**src/rtl/usart_pkg.sv**
```systemverilog
// rtl/usart_pkg.sv - shared constants, FSM state type and prescaler clamp for the 8N1 USART
package usart_pkg;

    localparam int DATA_W  = 8;
    localparam int PRESC_W = 16;
    localparam int BIT_W   = $clog2(DATA_W);

    localparam logic [PRESC_W-1:0] MIN_PRESC = PRESC_W'(4);
    localparam logic [BIT_W-1:0]   LAST_BIT  = BIT_W'(DATA_W - 1);

    typedef enum logic [1:0] {
        ST_IDLE,
        ST_START,
        ST_DATA,
        ST_STOP
    } usart_state_t;

    function automatic logic [PRESC_W-1:0] clamp_presc(input logic [PRESC_W-1:0] p);
        return (p < MIN_PRESC) ? MIN_PRESC : p;
    endfunction

endpackage

```
**src/rtl/usart_rx_core.sv**
```systemverilog
// rtl/usart_rx_core.sv - 8N1 deserialiser with start validation and stop-bit framing check
module usart_rx_core
    import usart_pkg::*;
(
    input  logic               clock,
    input  logic               reset,
    input  logic [PRESC_W-1:0] prescaler,
    input  logic               rx_pin,
    output logic [DATA_W-1:0]  rx_data,
    output logic               rx_busy_n,
    output logic               rx_frame_err
);

    usart_state_t       state;
    logic               sync_1;
    logic               sync_2;
    logic [PRESC_W-1:0] p_lat;
    logic [PRESC_W-1:0] cnt;
    logic [BIT_W-1:0]   bit_idx;
    logic [DATA_W-1:0]  shreg;
    logic               stop_done;
    logic               bit_end;
    logic               half_end;

    assign bit_end  = (cnt == p_lat - PRESC_W'(1));
    assign half_end = (cnt == (p_lat >> 1) - PRESC_W'(1));

    always_ff @(posedge clock or negedge reset) begin
        if (!reset) begin
            sync_1       <= 1'b1;
            sync_2       <= 1'b1;
            state        <= ST_IDLE;
            p_lat        <= MIN_PRESC;
            cnt          <= '0;
            bit_idx      <= '0;
            shreg        <= '0;
            stop_done    <= 1'b0;
            rx_data      <= '0;
            rx_busy_n    <= 1'b1;
            rx_frame_err <= 1'b0;
        end else begin
            sync_1       <= rx_pin;
            sync_2       <= sync_1;
            rx_frame_err <= 1'b0;
            case (state)
                ST_IDLE: begin
                    if (!sync_2) begin
                        p_lat     <= clamp_presc(prescaler);
                        cnt       <= '0;
                        rx_busy_n <= 1'b0;
                        state     <= ST_START;
                    end
                end
                ST_START: begin
                    if (half_end) begin
                        cnt <= '0;
                        if (sync_2) begin
                            rx_busy_n <= 1'b1;
                            state     <= ST_IDLE;
                        end else begin
                            bit_idx <= '0;
                            state   <= ST_DATA;
                        end
                    end else begin
                        cnt <= cnt + PRESC_W'(1);
                    end
                end
                ST_DATA: begin
                    if (bit_end) begin
                        cnt   <= '0;
                        shreg <= {sync_2, shreg[DATA_W-1:1]};
                        if (bit_idx == LAST_BIT) begin
                            stop_done <= 1'b0;
                            state     <= ST_STOP;
                        end else begin
                            bit_idx <= bit_idx + BIT_W'(1);
                        end
                    end else begin
                        cnt <= cnt + PRESC_W'(1);
                    end
                end
                ST_STOP: begin
                    // after the stop sample, linger until the line is idle so a held break is not a new start
                    if (stop_done) begin
                        if (sync_2) begin
                            rx_busy_n <= 1'b1;
                            state     <= ST_IDLE;
                        end
                    end else if (bit_end) begin
                        cnt       <= '0;
                        stop_done <= 1'b1;
                        if (sync_2) begin
                            rx_data <= shreg;
                        end else begin
                            rx_frame_err <= 1'b1;
                        end
                    end else begin
                        cnt <= cnt + PRESC_W'(1);
                    end
                end
                default: state <= ST_IDLE;
            endcase
        end
    end

endmodule

```
**src/rtl/usart_tx_core.sv**
```systemverilog
// rtl/usart_tx_core.sv - 8N1 serialiser, LSB first, one latched bit period per frame
module usart_tx_core
    import usart_pkg::*;
(
    input  logic               clock,
    input  logic               reset,
    input  logic [PRESC_W-1:0] prescaler,
    input  logic [DATA_W-1:0]  tx_data,
    input  logic               transmit,
    output logic               tx_pin,
    output logic               tx_busy_n
);

    usart_state_t       state;
    logic [PRESC_W-1:0] p_lat;
    logic [PRESC_W-1:0] cnt;
    logic [BIT_W-1:0]   bit_idx;
    logic [DATA_W-1:0]  shreg;
    logic               bit_end;

    assign bit_end = (cnt == p_lat - PRESC_W'(1));

    // tx_pin is registered so each line level holds exactly P cycles from the edge that set it
    always_ff @(posedge clock or negedge reset) begin
        if (!reset) begin
            state     <= ST_IDLE;
            p_lat     <= MIN_PRESC;
            cnt       <= '0;
            bit_idx   <= '0;
            shreg     <= '0;
            tx_pin    <= 1'b1;
            tx_busy_n <= 1'b1;
        end else begin
            case (state)
                ST_IDLE: begin
                    if (!transmit) begin
                        shreg     <= tx_data;
                        p_lat     <= clamp_presc(prescaler);
                        cnt       <= '0;
                        tx_pin    <= 1'b0;
                        tx_busy_n <= 1'b0;
                        state     <= ST_START;
                    end
                end
                ST_START: begin
                    if (bit_end) begin
                        cnt     <= '0;
                        bit_idx <= '0;
                        tx_pin  <= shreg[0];
                        state   <= ST_DATA;
                    end else begin
                        cnt <= cnt + PRESC_W'(1);
                    end
                end
                ST_DATA: begin
                    if (bit_end) begin
                        cnt <= '0;
                        if (bit_idx == LAST_BIT) begin
                            tx_pin <= 1'b1;
                            state  <= ST_STOP;
                        end else begin
                            shreg   <= {1'b0, shreg[DATA_W-1:1]};
                            tx_pin  <= shreg[1];
                            bit_idx <= bit_idx + BIT_W'(1);
                        end
                    end else begin
                        cnt <= cnt + PRESC_W'(1);
                    end
                end
                ST_STOP: begin
                    if (bit_end) begin
                        cnt       <= '0;
                        tx_busy_n <= 1'b1;
                        state     <= ST_IDLE;
                    end else begin
                        cnt <= cnt + PRESC_W'(1);
                    end
                end
                default: state <= ST_IDLE;
            endcase
        end
    end

endmodule

```
**src/rtl/usart_transceiver.sv**
```systemverilog
// rtl/usart_transceiver.sv - independent 8N1 transmitter and receiver sharing one prescaler input
module usart_transceiver
    import usart_pkg::*;
(
    input  logic               clock,
    input  logic               reset,
    input  logic [PRESC_W-1:0] prescaler,
    input  logic [DATA_W-1:0]  tx_data,
    input  logic               transmit,
    output logic               tx_pin,
    output logic               tx_busy_n,
    input  logic               rx_pin,
    output logic [DATA_W-1:0]  rx_data,
    output logic               rx_busy_n,
    output logic               rx_frame_err
);

    usart_tx_core u_tx (
        .clock     (clock),
        .reset     (reset),
        .prescaler (prescaler),
        .tx_data   (tx_data),
        .transmit  (transmit),
        .tx_pin    (tx_pin),
        .tx_busy_n (tx_busy_n)
    );

    usart_rx_core u_rx (
        .clock        (clock),
        .reset        (reset),
        .prescaler    (prescaler),
        .rx_pin       (rx_pin),
        .rx_data      (rx_data),
        .rx_busy_n    (rx_busy_n),
        .rx_frame_err (rx_frame_err)
    );

endmodule

```
**config.mk**
```make
export PLATFORM = sky130hd
export DESIGN_NAME = usart_transceiver
export DESIGN_NICKNAME = d
export VERILOG_FILES = /design/src/rtl/usart_pkg.sv /design/src/rtl/usart_rx_core.sv /design/src/rtl/usart_tx_core.sv /design/src/rtl/usart_transceiver.sv
export SDC_FILE = /design/constraint.sdc
export NUM_CORES = 1
export LEC_CHECK = 0
export CAP_MARGIN = 20
export CORE_MARGIN = 4
export CORE_UTILIZATION = 55
export CTS_CLUSTER_DIAMETER = 80
export DETAILED_ROUTE_END_ITERATION = 6
export PLACE_DENSITY = 0.74
export SLEW_MARGIN = 20
export SYNTH_ARGS = -nofsm -noshare
export SYNTH_HDL_FRONTEND = slang
export SYNTH_SLANG_ARGS = --single-unit
```
**constraint.sdc**
```tcl
create_clock -name clock -period 4.6 [get_ports clock]
set_input_delay 0.92 -clock clock [delete_from_list [all_inputs] [get_ports clock]]
set_output_delay 0.92 -clock clock [all_outputs]
set_load 0.03 [all_outputs]
```
==> results.json, run 1 <==
{
  "status": "completed",
  "postCtsSetupRepairBufs": 0,
  "timing.critical_path.to_type": "flop",
  "fp.dieArea_mm2": 0.0144,
  "wire_per_inst_um": 17.8,
  "half_perimeter_wire_length_after_placement_um": 12000,
  "count_of_unique_library_cells_instantiated_by_yosys": 82,
  "synth.avg_cell_area_um2": 8.95,
  "fp.coreArea_mm2": 0.0122,
  "ys_dominant_reg_cell": "sky130_fd_sc_hd__dfrtp_1",
  "port_buffers": 39,
  "layout.area.seq_mm2": 0.00264,
  "synth.yosys.seq_area_share_pct": 38.1,
  "finalHoldWorstSlack_ns": 0.358,
  "groute.layer.met3.usage_pct": 6.46,
  "drt_pass_1_iters": 5,
  "routed-via-count": 5992,
  "layout.nets": 821,
  "postRouteAntennaNets": 0,
  "clockBufferDepth": 2,
  "maxSlewHeadroom_pct": 32.8,
  "power.leakage_nw": 3.21,
  "grt.total_usage_pct": 24.5,
  "largest_driver_fanout_on_the_critical_path": 13,
  "timing.clock.skew_ns": 0.0138,
  "timing.critical_path.arrival_ns": 4.05,
  "global_route_wire_length_before_repair_um": 28900,
  "critPathKind": "flop to flop",
  "fillerInstances": 1053,
  "worst-slew-pin-transition_ns": 0.995,
  "max_clock_freq_ghz": 0.261,
  "die_width_um": 120,
  "die_height_um": 120,
  "netlist_area_mm2": 0.00692,
  "max_cap_viols": 0,
  "layout_worst_path_cycle_share_pct": 83.2,
  "ys_ff_latch": 105,
  "post-synth-top-area-cell": "sky130_fd_sc_hd__dfrtp_1",
  "core_util_final_pct": 62.7,
  "layout.cells.most_common": "sky130_fd_sc_hd__nand2_1",
  "report.final.hold_viol_count": 0,
  "setup_repair_after_global_routing_missed_its_margin": "no",
  "synth_nets": 816,
  "synthesis.yosys.warnings": 0,
  "hold_buffers": 0,
  "postSynth.asyncResetShare_pct": 100,
  "number_of_gates_resized_after_cts": 0,
  "post_synth_main_area_contributors": "sky130_fd_sc_hd__dfrtp_1 35%, sky130_fd_sc_hd__nand2_1 5.4%, sky130_fd_sc_hd__mux2_2 4.9%, sky130_fd_sc_hd__xnor2_1 4.6%, sky130_fd_sc_hd__o21ai_0 3.8%",
  "num_rows": 40,
  "layout_common_cells": "99 x sky130_fd_sc_hd__nand2_1, 98 x sky130_fd_sc_hd__dfrtp_1, 53 x sky130_fd_sc_hd__o21ai_0",
  "htree_num_levels": 3,
  "critical_path.startpoint_type": "flop",
  "drc": 0,
  "cts-root-buf": "sky130_fd_sc_hd__clkbuf_16",
  "layout_area_growth_over_synthesis_pct": 10.1,
  "period_minus_slack_ns": 3.83,
  "initial_utilization_pct": 56.9,
  "grt_util_met2_pct": 36.4,
  "global_route.overflow_total": 0,
  "hp-class": "flop to flop",
  "tritoncts_num_sinks": 105,
  "netlist_instances": 773,
  "clk-insertion-delay-late_ns": 0.37,
  "clkTransAtPathRegs_ns": 0.07,
  "ir_worst_vdd_mv": 0.280,
  "multiInputGateArea_mm2": 0.00399,
  "grt.met1_usage_pct": 35.3,
  "routed_wl_um": 16900,
  "antenna-diode-count": 0,
  "grt_start_max_net_pins": 81,
  "synth_edf_count": 0,
  "number_of_antenna_violations_at_the_first_check_in_global_routing": 0,
  "setup_total_negative_slack_ns": 0,
  "critPathRequiredTime_ns": 4.82,
  "design.portCount": 40,
  "finalSetupViolCount": 0,
  "busiest_layer": "met2",
  "via_per_inst": 6.30,
  "numCtsBuffers": 9,
  "slew_viol_final": 0,
  "detail_route.iter0.violations": 517,
  "netlist.area_leader.share_pct": 35.4,
  "first_global_vias": 5761,
  "cellPowerDensity_mw_per_mm2": 404,
  "finalWeightedCongestion": 0.957,
  "drive_gt1_share_pct": 9.58,
  "cts_tree": "built"
}
area by class of cell:
class	count	share of cell area [%]
clock buffers	10	3.00
clock inverters	6	0.739
inverters	21	1.03
multi-input cells	598	52.3
flip-flops and latches	105	34.6
well taps	168	2.76
repair buffers	43	5.53
worst max-delay path, stage by stage, from the launching register on:
cell	delay (ns)
sky130_fd_sc_hd__dfstp_2	0.63
sky130_fd_sc_hd__inv_1	0.07
sky130_fd_sc_hd__ha_1	0.27
sky130_fd_sc_hd__a31o_2	0.23
sky130_fd_sc_hd__a2111oi_0	0.69
sky130_fd_sc_hd__or4bb_1	0.61
sky130_fd_sc_hd__nor4b_4	0.39
sky130_fd_sc_hd__a21oi_1	0.36
sky130_fd_sc_hd__a221oi_1	0.37
sky130_fd_sc_hd__a21oi_1	0.07
power breakdown:
group | switching [mW] | leakage (nW) | internal (mW) | total, mW
combinational | 0.572 | 1.75 | 0.445 | 1.02
clock | 0.385 | 0.138 | 0.382 | 0.767
sequential | 0.263 | 1.33 | 1.03 | 1.29
worst paths after layout:
check / start / end / slack (ns) / cells after the start
max: u_rx.p_lat[2]$_DFFE_PN1P_ / u_rx.cnt[3]$_DFFE_PN0P_ / 0.77 / 9
min: u_rx.sync_1$_DFF_PN1_ / u_rx.sync_2$_DFF_PN1_ / 0.36 / 0
max reg2reg: u_rx.p_lat[2]$_DFFE_PN1P_ / u_rx.cnt[3]$_DFFE_PN0P_ / 0.77 / 9
min reg2reg: u_rx.sync_1$_DFF_PN1_ / u_rx.sync_2$_DFF_PN1_ / 0.36 / 0
max in group asynchronous: reset / u_tx.p_lat[2]$_DFFE_PN1P_ / 3.13 / 2
min in group asynchronous: reset / u_tx.shreg[1]$_DFFE_PN0P_ / 0.59 / 1
synthesized netlist by cell type (all sizes together) (15+ instances only):
cell type  number
a21oi          22
and3           15
buf            15
clkbuf         34
dfrtp          98
ha             15
inv            21
mux2           31
nand2          99
nand3          33
nand4          16
nor2           41
nor3           19
nor4           16
o21ai          54
xnor2          36
xor2           18
routing by layer:
| layer | wire, um | up-vias |
|---|---|---|
| met5 | 0 | - |
| met4 | 287 | 0 |
| met3 | 1190 | 26 |
| met2 | 7670 | 208 |
| met1 | 7760 | 2930 |
| li1 | - | 2828 |
state kept, by name, summed over array words and instances (netlist names), 2 cells and up, named ones only:
signal	flops
u_rx.cnt	16
u_rx.p_lat	16
u_tx.cnt	16
u_tx.p_lat	16
u_rx.rx_data	8
u_rx.shreg	8
u_tx.shreg	8
u_rx.bit_idx	3
u_tx.bit_idx	3
u_tx.state	2
cell families (layout without fill, tap and decap cells):
| kind of cell | count (synthesis) | in the layout | share of synthesized area [%] |
|---|---|---|---|
| simple gates | 314 | 314 | 24.3 |
| fa+ha+maj | 15 | 15 | 2.71 |
| compound gates | 172 | 172 | 16.9 |
| flops | 105 | 105 | 38.1 |
| mux | 42 | 42 | 6.64 |
| buf+inv | 70 | 80 | 4.27 |
| xor+xnor | 55 | 55 | 7.16 |
stage by stage:
| stage | std cells | total power [mW] | worst slack [ns] | area, um2 |
|---|---|---|---|---|
| after floorplan | 773 | 2.04 | 1.37 | 6920 |
| after global placement | 935 | 2.26 | 1.00 | 7330 |
| after detailed placement | 935 | 2.30 | 0.886 | 7330 |
| after CTS | 951 | 3.08 | 0.854 | 7620 |
| after global routing | 951 | 3.28 | 0.523 | 7620 |
| final | 951 | 3.08 | 0.772 | 7620 |
Note: power is estimated with default switching activity, not from simulation.
==> run 2, diff against run 1 <==
--- a/config.mk
+++ b/config.mk
@@ -10,7 +10,7 @@
 export CORE_UTILIZATION = 55
 export CTS_CLUSTER_DIAMETER = 80
 export DETAILED_ROUTE_END_ITERATION = 6
-export PLACE_DENSITY = 0.74
+export PLACE_DENSITY = 0.77
 export SLEW_MARGIN = 20
 export SYNTH_ARGS = -nofsm -noshare
 export SYNTH_HDL_FRONTEND = slang
==> constraint.sdc (replaced) <==
create_clock -name clock -period 3.51 [get_ports clock]
set_input_delay 0.702 -clock clock [delete_from_list [all_inputs] [get_ports clock]]
set_output_delay 0.702 -clock clock [all_outputs]
set_load 0.03 [all_outputs]
==> run 2 against run 1 <==
Count of clock-buffer cells in the layout did not move. Clock skew fell by 0.0037 ns. Wire length rose by 5.0%. Combinational power rose by 56%. Register-to-register slack got worse by 0.63 ns. Global-route usage rose by 0.25 points. Critical path depth did not move. Fmax rose by 14%. Total power rose by 37%. First-iteration DRC count rose by 41%. Clock power rose by 33%. Cell count rose by 2.3%. Critical path type unchanged. Highest routed layer unchanged.
==> results.json, run 2 (synthesis gave the netlist of run 1 again) <==
{
  "power.leakage_nw": 3.33,
  "detail_route.iter0.violations": 727,
  "layout.cells.most_common": "sky130_fd_sc_hd__nand2_1",
  "layout_area_growth_over_synthesis_pct": 13.3,
  "critical_path.startpoint_type": "flop",
  "layout_worst_path_cycle_share_pct": 96.1,
  "crit-reg2reg-capture": "u_rx.cnt[0]$_DFFE_PN0P_",
  "via_per_inst": 6.35,
  "postRouteAntennaNets": 0,
  "period_minus_slack_ns": 3.37,
  "clockBufferDepth": 2,
  "global_route_wire_length_before_repair_um": 28900,
  "die_width_um": 120,
  "maxSlewHeadroom_pct": 43.8,
  "critPathKind": "flop to flop",
  "cellPowerDensity_mw_per_mm2": 538,
  "fp.dieArea_mm2": 0.0144,
  "grt_start_max_net_pins": 67,
  "timing.critical_path.arrival_ns": 3.59,
  "report.final.hold_viol_count": 0,
  "number_of_antenna_violations_at_the_first_check_in_global_routing": 0,
  "drt_pass_1_iters": 6,
  "wire_per_inst_um": 18.2,
  "antenna-diode-count": 0,
  "layout.nets": 843,
  "finalWeightedCongestion": 0.937,
  "grt.total_usage_pct": 24.7,
  "worst-slew-pin-transition_ns": 0.842,
  "max_clock_freq_ghz": 0.297,
  "port_buffers": 39,
  "drc": 0,
  "htree_num_levels": 3,
  "max_cap_viols": 0,
  "timing.hold.worst.start": "u_rx.sync_1$_DFF_PN1_",
  "critPathRequiredTime_ns": 3.73,
  "initial_utilization_pct": 56.9,
  "clkTransAtPathRegs_ns": 0.08,
  "half_perimeter_wire_length_after_placement_um": 13000,
  "stdcell_area_mm2": 0.00784,
  "reg2reg_from": "u_rx.p_lat[2]$_DFFE_PN1P_",
  "die_height_um": 120,
  "cts_tree": "built",
  "num_rows": 40,
  "fp.coreArea_mm2": 0.0122,
  "setup_repair_after_global_routing_missed_its_margin": "yes",
  "routed-via-count": 6179,
  "routed_wl_um": 17800,
  "placement.setup.worst_slack_ns": 0.00731,
  "hp-class": "flop to flop",
  "tritoncts_num_sinks": 105,
  "finalWorstSetupSlack_ns": 0.138,
  "ir_worst_vdd_mv": 0.313,
  "r2r_worst_path_depth": 9,
  "numCtsBuffers": 9,
  "timing.critical_path.to_type": "flop",
  "global_route.overflow_total": 0,
  "layout_common_cells": "99 x sky130_fd_sc_hd__nand2_1, 98 x sky130_fd_sc_hd__dfrtp_1, 53 x sky130_fd_sc_hd__o21ai_0",
  "holdPathEnd": "u_rx.sync_2$_DFF_PN1_",
  "slew_viol_final": 0,
  "drive_gt1_share_pct": 12.8,
  "regToRegSetupSlack_ns": 0.14,
  "startpoint_of_the_most_critical_setup_path": "u_rx.p_lat[2]$_DFFE_PN1P_",
  "hold_buffers": 0,
  "place_area_mm2": 0.00750,
  "design.portCount": 40,
  "first_global_vias": 5859,
  "finalSetupViolCount": 0,
  "clk-insertion-delay-late_ns": 0.37,
  "status": "completed",
  "worst_hold_path.num_cells": 0,
  "cts-root-buf": "sky130_fd_sc_hd__clkbuf_16",
  "largest_driver_fanout_on_the_critical_path": 11,
  "timing.clock.skew_ns": 0.0101
}
==> run 2: stage by stage <==
step                power, mW  TNS [ns]  util [%]  std cells  hold slack (ns)
CTS                      4.18  -0.00858      64.1        972            0.364
finish                   4.22         0      64.5        973            0.362
global placement         3.09         0      61.7        956            0.348
detailed placement       3.15         0      61.7        956            0.353
global route             4.44   -0.0485      64.5        973            0.366
floorplan                2.67         0         -        773            0.345
==> run 2: worst max-delay path by stage <==
stage                                          end  slack, ns  depth (start not counted)
after detailed placement   u_rx.cnt[3]$_DFFE_PN0P_      0.007                          9
after floorplan           u_rx.cnt[13]$_DFFE_PN0P_       0.28                         11
after global routing       u_rx.cnt[0]$_DFFE_PN0P_      -0.02                          9
final                      u_rx.cnt[0]$_DFFE_PN0P_       0.14                          9
after CTS                  u_rx.cnt[3]$_DFFE_PN0P_     -0.009                          9
after global placement     u_rx.cnt[3]$_DFFE_PN0P_       0.07                          9
==> run 2: metal layers <==
metal | global-route usage [%] | part of all wire, % | wire length (um)
met1 | 33.4 | 44 | 7760
met2 | 39.7 | 47 | 8370
met3 | 5.84 | 7.1 | 1260
met4 | 7.23 | 2.0 | 363
met5 | 0 | 0 | 0
==> run 2: power breakdown <==
group / internal [mW] / switching, mW
clock network: 0.519 / 0.502
registers: 1.35 / 0.254
logic: 0.672 / 0.922
total: 2.54 / 1.68
==> run 2: layout make-up <==
cell class,instances,area (um2)
Clock buffer,10,239
Clock inverter,6,57.6
Fill cell,1014,4320
Inverter,21,78.8
Multi-Input combinational cell,598,4020
Sequential cell,105,2640
Tap cell,168,210
Timing Repair Buffer,65,596
==> run 2: critical path, cell delays in order (launching register included) <==
cell and delay, ns:
sky130_fd_sc_hd__dfstp_2 0.62, sky130_fd_sc_hd__inv_1 0.07, sky130_fd_sc_hd__ha_1 0.27, sky130_fd_sc_hd__or3_1 0.39
sky130_fd_sc_hd__a31o_2 0.25, sky130_fd_sc_hd__or4bb_1 0.57, sky130_fd_sc_hd__nor4b_4 0.41, sky130_fd_sc_hd__a21o_2 0.33
sky130_fd_sc_hd__and2_1 0.23, sky130_fd_sc_hd__mux2i_1 0.09
==> run 2: timing repair <==
| item | CTS | global route |
|---|---|---|
| endpoints found under the hold margin | 0 | 0 |
| setup buffers | 0 | 1 |
| endpoints found under the setup margin | 1 | 31 |
| pin swaps | 0 | 2 |
| gates resized for setup | 0 | 7 |
==> run 3, diff against run 2 <==
--- a/config.mk
+++ b/config.mk
@@ -6,7 +6,7 @@
 export NUM_CORES = 1
 export LEC_CHECK = 0
 export CAP_MARGIN = 20
-export CORE_MARGIN = 4
+export CORE_ASPECT_RATIO = 0.8
 export CORE_UTILIZATION = 55
 export CTS_CLUSTER_DIAMETER = 80
 export DETAILED_ROUTE_END_ITERATION = 6
==> run 3 against run 2 <==
Core utilization decreased by 0.16 points. Sequential power about the same. Clock power hardly changed. Worst setup slack better by 0.059 ns. Flip-flop and latch count unchanged. Hold slack lost 0.017 ns. Non-clock buffer count is 2 lower. Count of clock-buffer cells in the layout increased by 1. Global-route usage rose by 3.7 points. Cell count is 0.10% higher. Highest routed layer unchanged.
==> results.json, run 3 (synthesis gave the netlist of run 1 again) <==
{
  "status": "completed",
  "max_cap_viols": 0,
  "slew_viol_final": 0,
  "layout_common_cells": "99 x sky130_fd_sc_hd__nand2_1, 98 x sky130_fd_sc_hd__dfrtp_1, 53 x sky130_fd_sc_hd__o21ai_0",
  "drive_gt1_share_pct": 13.0,
  "num_rows": 36,
  "timing.critical_path.to_type": "flop",
  "finalWeightedCongestion": 0.946,
  "detail_route.iter0.violations": 582,
  "wire_per_inst_um": 17.9,
  "layout_area_growth_over_synthesis_pct": 13.4,
  "half_perimeter_wire_length_after_placement_um": 12500,
  "design.portCount": 40,
  "critPathKind": "flop to flop",
  "grt.total_usage_pct": 28.5,
  "fp.coreArea_mm2": 0.0122,
  "critical_path.startpoint_type": "flop",
  "report.final.hold_viol_count": 0,
  "ir_worst_vdd_mv": 0.311,
  "layout_worst_path_cycle_share_pct": 94.4,
  "die_height_um": 102,
  "global_route.overflow_total": 0,
  "critPathRequiredTime_ns": 3.72,
  "max_clock_freq_ghz": 0.302,
  "first_global_vias": 5809,
  "antenna-diode-count": 0,
  "hp-class": "input pin to asynchronous set/reset pin",
  "maxSlewHeadroom_pct": 41.5,
  "initial_utilization_pct": 56.7,
  "setup_total_negative_slack_ns": 0,
  "drc": 0,
  "drt_pass_1_iters": 5,
  "routed_wl_um": 17500,
  "clk-insertion-delay-late_ns": 0.35,
  "clkTransAtPathRegs_ns": 0.08,
  "power.leakage_nw": 3.33,
  "clockBufferDepth": 2,
  "die_width_um": 127,
  "core_util_final_pct": 64.3,
  "cts-root-buf": "sky130_fd_sc_hd__clkbuf_16",
  "routed-via-count": 6123,
  "layout.nets": 841,
  "postRouteAntennaNets": 0,
  "layout.cells.most_common": "sky130_fd_sc_hd__nand2_1",
  "via_per_inst": 6.29,
  "largest_driver_fanout_on_the_critical_path": 13,
  "cellPowerDensity_mw_per_mm2": 543,
  "numCtsBuffers": 9,
  "port_buffers": 39,
  "fp.dieArea_mm2": 0.0130,
  "timing.critical_path.arrival_ns": 3.52,
  "timing.clock.skew_ns": 0.0125,
  "cts_tree": "built",
  "tritoncts_num_sinks": 105,
  "setup_repair_after_global_routing_missed_its_margin": "no",
  "htree_num_levels": 3,
  "r2r_worst_path_depth": 8,
  "worst-slew-pin-transition_ns": 0.877,
  "grt_start_max_net_pins": 64,
  "global_route_wire_length_before_repair_um": 29300,
  "period_minus_slack_ns": 3.31,
  "number_of_antenna_violations_at_the_first_check_in_global_routing": 0,
  "finalSetupViolCount": 0
}
-- run 3: repair_timing --
item / in CTS / in global routing
hold endpoints to repair: 0 / 0
endpoints found under the setup margin: 2 / 51
gates resized for setup: 1 / 11
buffers inserted: 0 / 1
hold buffers: 0 / 0
pin swaps: 0 / 2
-- run 3: worst paths after layout --
path	startpoint	to	slack, ns
setup / recovery	u_rx.p_lat[4]$_DFFE_PN0P_	u_rx.cnt[3]$_DFFE_PN0P_	0.20
hold / removal	reset	u_rx.cnt[11]$_DFFE_PN0P_	0.35
setup reg to reg	u_rx.p_lat[4]$_DFFE_PN0P_	u_rx.cnt[3]$_DFFE_PN0P_	0.20
hold reg to reg	u_rx.sync_1$_DFF_PN1_	u_rx.sync_2$_DFF_PN1_	0.36
max in group asynchronous	reset	u_tx.tx_pin$_DFFE_PN1P_	2.38
min in group clock	u_rx.sync_1$_DFF_PN1_	u_rx.sync_2$_DFF_PN1_	0.36
-- run 3: per-layer routing --
layer | track usage (%) | wire, um | part of all wire [%]
met1 | 41.2 | 8160 | 47
met2 | 43.3 | 7610 | 44
met3 | 5.65 | 1410 | 8.0
met4 | 8.24 | 294 | 1.7
met5 | 0 | 0 | 0
-- run 3: layout make-up --
class,count,area [um2]
clock buffers,11,233
clock inverters,5,62.6
fillers,977,4360
inverters,21,78.8
multi-input cells,598,4040
flip-flops and latches,105,2640
well taps,171,214
repair buffers,63,581
-- run 3: power by group --
part | internal [mW] | switching (mW)
Clock | 0.561 | 0.464
Sequential | 1.35 | 0.231
Combinational | 0.694 | 0.963
-- run 3: metrics by stage --
stage | hold slack, ns | instances | setup WS, ns | area, um2 | total power, mW
floorplan | 0.345 | 773 | 0.278 | 6920 | 2.67
global placement | 0.347 | 957 | 0.0403 | 7490 | 3.11
detailed placement | 0.348 | 957 | 0.00633 | 7490 | 3.14
CTS | 0.356 | 973 | 0.0707 | 7790 | 4.18
global route | 0.369 | 974 | 0.00176 | 7850 | 4.51
finish | 0.345 | 974 | 0.197 | 7850 | 4.26
-- run 3: worst max-delay path, cell delays in order (launching register included) --
cell and delay [ns]:
sky130_fd_sc_hd__dfrtp_1 0.51, sky130_fd_sc_hd__nor2_1 0.34, sky130_fd_sc_hd__nand4_1 0.18, sky130_fd_sc_hd__a2111oi_2 0.49, sky130_fd_sc_hd__or4bb_1 0.58, sky130_fd_sc_hd__nor4b_4 0.42
sky130_fd_sc_hd__a21oi_2 0.24, sky130_fd_sc_hd__a221oi_1 0.35, sky130_fd_sc_hd__a21oi_1 0.06
